--- config.mk ---
export PLATFORM = sky130hd
export DESIGN_NAME = alu_multicycle
export DESIGN_NICKNAME = d
export VERILOG_FILES = /design/src/rtl/alu_pkg.sv /design/src/rtl/alu_mul_iter.sv /design/src/rtl/alu_multicycle.sv
export SDC_FILE = /design/constraint.sdc
export NUM_CORES = 1
export LEC_CHECK = 0
export ABC_AREA = 0
export CAP_MARGIN = 10
export CORE_UTILIZATION = 46
export DETAILED_ROUTE_END_ITERATION = 8
export MAX_ROUTING_LAYER = met4
export PLACE_DENSITY_LB_ADDON = 0.08
export SYNTH_ARGS = -nofsm -noshare
export SYNTH_HDL_FRONTEND = slang
export SYNTH_SLANG_ARGS = --single-unit
--- constraint.sdc ---
create_clock -name CLK -period 2.3 [get_ports CLK]
set_input_delay 0.46 -clock CLK [delete_from_list [all_inputs] [get_ports CLK]]
set_output_delay 0.46 -clock CLK [all_outputs]
set_load 0.1 [all_outputs]
--- src/rtl/alu_pkg.sv ---
// Shared definitions for the multi-cycle ALU: opcodes, FSM states, default widths.
package alu_pkg;

    localparam int ALU_WIDTH   = 8;
    localparam int ALU_SHAMT_W = 4;
    localparam int ALU_CNT_W   = 4;

    localparam logic [ALU_CNT_W-1:0] ALU_MUL_STEPS = 4'd8;

    localparam logic [2:0] ALU_FWD = 3'b000;
    localparam logic [2:0] ALU_ADD = 3'b001;
    localparam logic [2:0] ALU_AND = 3'b010;
    localparam logic [2:0] ALU_OR  = 3'b011;
    localparam logic [2:0] ALU_MUL = 3'b100;
    localparam logic [2:0] ALU_SLL = 3'b101;
    localparam logic [2:0] ALU_SRL = 3'b110;
    localparam logic [2:0] ALU_SRA = 3'b111;

    typedef enum logic [1:0] {
        ST_IDLE  = 2'd0,
        ST_MUL   = 2'd1,
        ST_SHIFT = 2'd2
    } alu_state_t;

    function automatic logic is_shift_op(input logic [2:0] op);
        return (op == ALU_SLL) || (op == ALU_SRL) || (op == ALU_SRA);
    endfunction

endpackage

--- src/rtl/alu_mul_iter.sv ---
// Shift-add multiplier datapath, one partial product per step; lower WIDTH bits kept.
// Only built when ALU_MUL_EN is defined.
`ifdef ALU_MUL_EN
module alu_mul_iter #(
    parameter int WIDTH = 8
) (
    input  logic             clk,
    input  logic             rst_n,
    input  logic             load,
    input  logic             step,
    input  logic [WIDTH-1:0] a,
    input  logic [WIDTH-1:0] b,
    output logic [WIDTH-1:0] acc_next
);

    logic [WIDTH-1:0] acc_r;
    logic [WIDTH-1:0] mcand_r;
    logic [WIDTH-1:0] mplier_r;

    // Next accumulator value; exposed so the final step lands on RESULT in the same edge.
    always_comb begin
        if (mplier_r[0]) begin
            acc_next = acc_r + mcand_r;
        end else begin
            acc_next = acc_r;
        end
    end

    // Operand registers: load at launch, advance one bit per step.
    always_ff @(posedge clk) begin
        if (!rst_n) begin
            acc_r    <= {WIDTH{1'b0}};
            mcand_r  <= {WIDTH{1'b0}};
            mplier_r <= {WIDTH{1'b0}};
        end else if (load) begin
            acc_r    <= {WIDTH{1'b0}};
            mcand_r  <= a;
            mplier_r <= b;
        end else if (step) begin
            acc_r    <= acc_next;
            mcand_r  <= {mcand_r[WIDTH-2:0], 1'b0};
            mplier_r <= {1'b0, mplier_r[WIDTH-1:1]};
        end else begin
            acc_r    <= acc_r;
            mcand_r  <= mcand_r;
            mplier_r <= mplier_r;
        end
    end

endmodule
`endif

--- src/rtl/alu_multicycle.sv ---
// 8-bit ALU: single-cycle FWD/ADD/AND/OR, iterative shifts and (with ALU_MUL_EN) shift-add MUL.
// Without ALU_MUL_EN the MUL opcode completes in one cycle with a zero result.
module alu_multicycle
    import alu_pkg::*;
#(
    parameter int WIDTH   = ALU_WIDTH,
    parameter int SHAMT_W = ALU_SHAMT_W
) (
    input  logic             CLK,
    input  logic             RESET,
    input  logic [WIDTH-1:0] DATA1,
    input  logic [WIDTH-1:0] DATA2,
    input  logic [2:0]       SELECT,
    input  logic             START,
    output logic [WIDTH-1:0] RESULT,
    output logic             ZERO,
    output logic             BUSY,
    output logic             DONE
);

    alu_state_t             state_r;
    logic [2:0]             op_r;
    logic [ALU_CNT_W-1:0]   cnt_r;
    logic [WIDTH-1:0]       sh_r;
    logic [WIDTH-1:0]       result_r;
    logic                   busy_r;
    logic                   done_r;

    logic [SHAMT_W-1:0]     shamt_s;
    logic [ALU_CNT_W-1:0]   shift_len_s;
    logic [WIDTH-1:0]       single_s;
    logic [WIDTH-1:0]       sh_next_s;
    logic [WIDTH-1:0]       mul_next_s;
    logic                   launch_s;
    logic                   is_mul_s;
    logic                   is_long_shift_s;

    assign shamt_s  = DATA2[SHAMT_W-1:0];
    assign launch_s = (state_r == ST_IDLE) && START;

`ifdef ALU_MUL_EN
    localparam logic MUL_EN = 1'b1;
    logic mul_load_s;
    logic mul_step_s;

    assign mul_load_s = launch_s && (SELECT == ALU_MUL);
    assign mul_step_s = (state_r == ST_MUL);

    alu_mul_iter #(.WIDTH(WIDTH)) u_mul (
        .clk      (CLK),
        .rst_n    (RESET),
        .load     (mul_load_s),
        .step     (mul_step_s),
        .a        (DATA1),
        .b        (DATA2),
        .acc_next (mul_next_s)
    );
`else
    localparam logic MUL_EN = 1'b0;
    assign mul_next_s = {WIDTH{1'b0}};
`endif

    assign is_mul_s        = MUL_EN && (SELECT == ALU_MUL);
    assign is_long_shift_s = is_shift_op(SELECT) && (shamt_s != 4'd0);

    // Shift distances of 8 or more saturate to 8 single-bit steps.
    always_comb begin
        if (shamt_s >= 4'd8) begin
            shift_len_s = 4'd8;
        end else begin
            shift_len_s = shamt_s;
        end
    end

    // Single-cycle result; zero-distance shifts forward operand A.
    always_comb begin
        single_s = {WIDTH{1'b0}};
        case (SELECT)
            ALU_FWD: single_s = DATA1;
            ALU_ADD: single_s = DATA1 + DATA2;
            ALU_AND: single_s = DATA1 & DATA2;
            ALU_OR:  single_s = DATA1 | DATA2;
            ALU_MUL: single_s = {WIDTH{1'b0}};
            ALU_SLL, ALU_SRL, ALU_SRA: single_s = DATA1;
            default: single_s = {WIDTH{1'b0}};
        endcase
    end

    // One-bit shift step on the working register.
    always_comb begin
        sh_next_s = sh_r;
        case (op_r)
            ALU_SLL: sh_next_s = {sh_r[WIDTH-2:0], 1'b0};
            ALU_SRL: sh_next_s = {1'b0, sh_r[WIDTH-1:1]};
            ALU_SRA: sh_next_s = {sh_r[WIDTH-1], sh_r[WIDTH-1:1]};
            default: sh_next_s = sh_r;
        endcase
    end

    // Control FSM with registered RESULT/BUSY/DONE.
    always_ff @(posedge CLK) begin
        if (!RESET) begin
            state_r  <= ST_IDLE;
            op_r     <= ALU_FWD;
            cnt_r    <= 4'd0;
            sh_r     <= {WIDTH{1'b0}};
            result_r <= {WIDTH{1'b0}};
            busy_r   <= 1'b0;
            done_r   <= 1'b0;
        end else begin
            done_r <= 1'b0;
            case (state_r)
                ST_IDLE: begin
                    if (launch_s) begin
                        op_r <= SELECT;
                        sh_r <= DATA1;
                        if (is_mul_s) begin
                            state_r <= ST_MUL;
                            cnt_r   <= ALU_MUL_STEPS;
                            busy_r  <= 1'b1;
                        end else if (is_long_shift_s) begin
                            state_r <= ST_SHIFT;
                            cnt_r   <= shift_len_s;
                            busy_r  <= 1'b1;
                        end else begin
                            result_r <= single_s;
                            done_r   <= 1'b1;
                        end
                    end else begin
                        busy_r <= 1'b0;
                    end
                end
                ST_MUL: begin
                    if (cnt_r == 4'd1) begin
                        result_r <= mul_next_s;
                        done_r   <= 1'b1;
                        busy_r   <= 1'b0;
                        state_r  <= ST_IDLE;
                    end else begin
                        cnt_r <= cnt_r - 4'd1;
                    end
                end
                ST_SHIFT: begin
                    // Last step goes straight to RESULT so intermediates stay hidden.
                    if (cnt_r == 4'd1) begin
                        result_r <= sh_next_s;
                        done_r   <= 1'b1;
                        busy_r   <= 1'b0;
                        state_r  <= ST_IDLE;
                    end else begin
                        sh_r  <= sh_next_s;
                        cnt_r <= cnt_r - 4'd1;
                    end
                end
                default: begin
                    state_r <= ST_IDLE;
                    busy_r  <= 1'b0;
                end
            endcase
        end
    end

    assign RESULT = result_r;
    assign BUSY   = busy_r;
    assign DONE   = done_r;
    assign ZERO   = (result_r == {WIDTH{1'b0}});

endmodule
**Yosys cells after proc, flatten, opt, wreduce, memory -nomap -nowiden**

Index checks and enable logic that the tools add are counted.

- Register bits: 27
- Bits of input ports: 22
- Output and inout port bits: 11

- Reductions and logical operators: 19
- Add/sub/neg operators: 2
- Mux-type cells: 27
- Magnitude comparators: 1
- Equality and inequality tests: 22
- Bitwise operators: 2

Operator list:

| kind | count |
|---|---|
| 8-bit two-way mux | 6 |
| 8-bit case mux with 3 select lines | 2 |
| 8-bit case mux with 5 select lines | 1 |
| 3-bit equality test (second input constant) | 7 |
| 4-bit two-way mux | 4 |
| 8-bit case mux with 2 select lines | 1 |
| 2-bit != test (second input constant) | 7 |
| 8-bit adder | 1 |
| 8-bit bitwise AND | 1 |
| 8-bit zero test | 1 |
| 8-bit bitwise OR | 1 |
| 4-bit case mux with 2 select lines | 1 |
| 3-bit by 2-bit equality test with 1-bit output (second input constant) | 2 |
| 1-bit two-way mux | 6 |
| 2-bit two-way mux | 3 |
| 3-bit AND reduction | 2 |
| 5-bit AND reduction | 1 |
| 4-bit by 1-bit equality test with 1-bit output (second input constant) | 1 |
| 4-bit greater-or-equal comparator (second input constant) | 1 |
| 1-bit case mux with 2 select lines | 2 |
| 2-bit case mux with 2 select lines | 1 |
| 2-bit AND reduction | 2 |
| 4-bit AND reduction | 1 |
| 2-bit nonzero test | 2 |
| other kinds (14) | 16 |

**Depth between registers and ports, before layout**

- Depth after elaboration: 7
- Gate-level depth with buffers: 8
- Depth with buffers taken out: 8

**Least setup slack after synthesis**

OpenSTA, ideal clock, no wires.

- Kind: reg2out
- Start point: register result_r[4] (netlist: RESULT[4])
- End point: output port ZERO
- Stages on the path, launching flop included: 3
- Data arrival time: 2.542 ns
- Buffers on the path: 0
- Path slack: -0.702 ns
- Cell sequence: dfxtp_1 -> or4_1 -> nor2_1

- Word-level cells in the longest chain between the ends: 1

Ends and longest elaborated chain:

| item | RTL line | source |
|---|---|---|
| start, declared | alu_multicycle.sv:25 | `logic [WIDTH-1:0] result_r;` |
| start signal, assigned | alu_multicycle.sv:107 | `result_r <= {WIDTH{1'b0}};` |
| start signal, assigned | alu_multicycle.sv:126 | `result_r <= single_s;` |
| start signal, assigned | alu_multicycle.sv:135 | `result_r <= mul_next_s;` |
| 8-bit zero test | alu_multicycle.sv:166 | `assign ZERO = (result_r == {WIDTH{1'b0}});` |
| end, declared | alu_multicycle.sv:16 | `output logic ZERO,` |

No other way between the ends.

**Worst setup path in the final report**

- Start point: input port DATA1[0]
- End point: register result_r[1] (netlist: RESULT[1])

- Word-level cells in the longest chain between the ends: 5

Ends and longest elaborated chain:

| item | RTL line | source |
|---|---|---|
| start, declared | alu_multicycle.sv:11 | `input logic [WIDTH-1:0] DATA1,` |
| 8-bit adder | alu_multicycle.sv:80 | `ALU_ADD: single_s = DATA1 + DATA2;` |
| 8-bit case mux with 5 select lines | alu_multicycle.sv:78 | `case (SELECT)` |
| 8-bit two-way mux | alu_multicycle.sv:121 | `end else if (is_long_shift_s) begin` |
| 8-bit two-way mux | alu_multicycle.sv:114 | `if (launch_s) begin` |
| 8-bit case mux with 3 select lines | alu_multicycle.sv:112 | `case (state_r)` |

No other way between the ends. The select of a mux whose other input is x is not followed.
A chain may end at the register's enable or synchronous reset.

==> impl_metrics.env <==
export IMPL_status="finished with violations"
export IMPL_violations="DRC"
export IMPL_cts_tree="yes"
export IMPL_cp_start_kind="input port"
export IMPL_r2r_start="cnt_r[1]$_SDFFE_PN0P_"
export IMPL_area_growth_pct=34.0
export IMPL_power_uw=1490
export IMPL_end_kind="flip-flop"
export IMPL_arrival_ps=2500
export IMPL_netlist_area_leader_share_pct=23.6
export IMPL_worstReg2RegEnd="sh_r[6]$_SDFFE_PN0P_"
export IMPL_grt_max_degree=19
export IMPL_finalCriticalPeriod_ps=2290
export IMPL_yosysTopAreaCell="dfxtp_1"
export IMPL_numCtsBuffers=3
export IMPL_cts_htree_levels=1
export IMPL_peakVddDrop_mv=0.260
export IMPL_std_cell_rows=24
export IMPL_cp_data_required_time_ps=2510
export IMPL_yosysSeqAreaShare_pct=23.6
export IMPL_clk_latency_ps=280
export IMPL_gp_congestion=0.903
export IMPL_drc=2
export IMPL_layout_cells_non_filler=419
export IMPL_synth_nets=337
export IMPL_worstHoldPathType="reg2reg"
export IMPL_max_cap_violations=0
export IMPL_ys_seq_elements=26
export IMPL_dr_pass1_iters=7
export IMPL_finalWirelength_um=6390
export IMPL_layout_commonest_cell="buf_4"
export IMPL_hold_path_endpoint="sh_r[7]$_SDFFE_PN0P_"
export IMPL_power_density_mw_per_mm2=502
export IMPL_clockRootBuffer="clkbuf_8"
export IMPL_grt_total_usage_pct=27.0
export IMPL_fin_skew_ps=7.93
export IMPL_ys_top_cells_by_area="dfxtp_1, ha_1, o21ai_0, a21oi_1, inv_1"
export IMPL_layout_common_cells="buf_4, o21ai_0, inv_1"
export IMPL_io_pins=33
export IMPL_post_route_cells_drive_above_1_share_pct=21.5
export IMPL_rrSetupSlack_ps=550
export IMPL_finalHoldViolCount=0
export IMPL_synth_cell_area_sq_mm=0.00221
export IMPL_yosys_cell_types_count=51
export IMPL_antenna_found_initial=0
export IMPL_first_iter_violations=197
export IMPL_chipWidth_um=71.3
export IMPL_slew_viol_final=0
export IMPL_whs_ps=510
export IMPL_syn_area_per_cell_sq_um=7.46
export IMPL_worstMarginPinSlew_ps=491
export IMPL_dieArea_sq_mm=0.00508
export IMPL_grt_overflow=0
export IMPL_n_antenna_cell=0
export IMPL_p_leak_uw=0.00131
export IMPL_crit_type="in2reg"
export IMPL_relSlewSlack_pct=67.1
export IMPL_fmax_mhz=438
export IMPL_clkSlewWorstSetupHoldPaths_ps=90
export IMPL_ctsLongestPathBuffers=2
export IMPL_synthCells=296
export IMPL_grt_pass1_wl_um=10400
export IMPL_rsz0062_at_grt="true"
export IMPL_synth_edf_count=0
export IMPL_dp_cells=415
export IMPL_timing_final_crit_share_pct=99.4
export IMPL_ys_flop_type="dfxtp_1"
export IMPL_core_sq_mm=0.00447
export IMPL_setup_viol=0
export IMPL_worstHoldStart="sh_r[7]$_SDFFE_PN0P_"
export IMPL_fillCellCount=397
export IMPL_post_dp_hpwl_um=4930
export IMPL_ff2ff_path_depth=7
export IMPL_cts_sinks=26
export IMPL_final_nets=409
export IMPL_ant_nets=0
export IMPL_async_reset_ff_share_pct=0
export IMPL_hold_depth=2
export IMPL_io_buffers=32
export IMPL_die_h_um=71.3
export IMPL_via_per_inst=5.80
export IMPL_dr_total_vias=2429
export IMPL_grt_pass1_vias=2163
export IMPL_wire_per_inst_um=15.2
export IMPL_cp_max_fo=2
export IMPL_yosysWarningCount=0
export IMPL_initial_core_util_pct=49.4
through the flow:
step / worst slack, ps / setup TNS (ps) / area (sq um) / utilization [%]
floorplan: 4.64 / 0 / 2220 / -
global placement: -206 / -1170 / 2890 / 64.6
detailed placement: -287 / -1380 / 2890 / 64.6
CTS: 0.218 / 0 / 2950 / 65.8
global route: -56.8 / -81.2 / 2960 / 66.2
finish: 14.6 / 0 / 2960 / 66.2
report_power, final:
part / total [uW] / internal [uW] / switching [uW] / leakage (uW)
clock network: 301 / 153 / 148 / 0.0000288
registers: 534 / 490 / 43.4 / 0.000215
logic: 651 / 262 / 389 / 0.00107
total: 1490 / 906 / 580 / 0.00131
state kept, by name (all words and copies together) (netlist names):
| signal | cells |
|---|---|
| BUSY | 1 |
| DONE | 1 |
| RESULT | 8 |
| cnt_r | 4 |
| op_r | 3 |
| sh_r | 8 |
| state_r | 1 |
area by class of cell:
type	instances	area (sq um)	share of cell area (%)
clock buffers	4	55.1	1.86
inverters	29	109	3.68
multi-input cells	227	1530	51.5
flip-flops and latches	26	520	17.6
well taps	52	65.1	2.20
repair buffers	81	686	23.2
repair_timing:
action	CTS	global route
endpoints found under the setup margin	0	5
resized for setup	0	6
setup buffers	0	0
hold buffers	0	0
synth_stat cells, drive strengths merged, types with 3 or more instances:
cell type / instances
a21oi: 28
ha: 18
nand2: 18
a221o: 3
nor3b: 3
o22ai: 14
nand3: 4
clkbuf: 6
and2: 3
nor2: 25
dfxtp: 26
nand2b: 5
a31oi: 10
o21ai: 45
mux2i: 7
nor3: 5
nor2b: 5
buf: 8
or4: 3
inv: 29
a211oi: 3
per-layer routing:
layer / share of wire, % / vias up / GRT usage [%] / routed length [um]
met5: 0 / - / - / 0
li1: - / 1217 / - / -
met3: 8.0 / 11 / 3.38 / 510
met1: 48 / 1093 / 38.8 / 3030
met4: 1.3 / 0 / 8.22 / 80
met2: 43 / 108 / 39.4 / 2760
worst max path at each step:
stage                                 from                endpoint  slack [ps]  cells after the start
global route                      DATA1[0]  RESULT[1]$_SDFFE_PN0P_         -60                      8
global placement                  DATA1[0]  RESULT[1]$_SDFFE_PN0P_        -210                      8
finish                            DATA1[0]  RESULT[1]$_SDFFE_PN0P_          10                      8
CTS                               DATA1[0]  RESULT[1]$_SDFFE_PN0P_         0.2                      8
detailed placement                DATA1[0]  RESULT[1]$_SDFFE_PN0P_        -290                      8
floorplan           RESULT[4]$_SDFFE_PN0P_                    ZERO           5                      2
kinds of logic (layout without fill, tap and decap cells):
kind of cell	Yosys count	in the layout	share of synthesized area, %
flops	26	26	23.6
simple gates	78	78	18.2
mux	9	9	4.87
fa+ha+maj	19	19	11.1
compound gates	120	120	33.4
xor+xnor	1	1	0.396
buf+inv	43	114	8.44
worst max-delay path, stage by stage:
cell             delay (ps)
clkdlybuf4s50_1         510
ha_1                    180
inv_1                    50
fa_1                    450
mux4_2                  500
o22ai_2                 130
nand2_1                  70
a31oi_1                 150
Note: power is estimated with default switching activity, not from simulation.
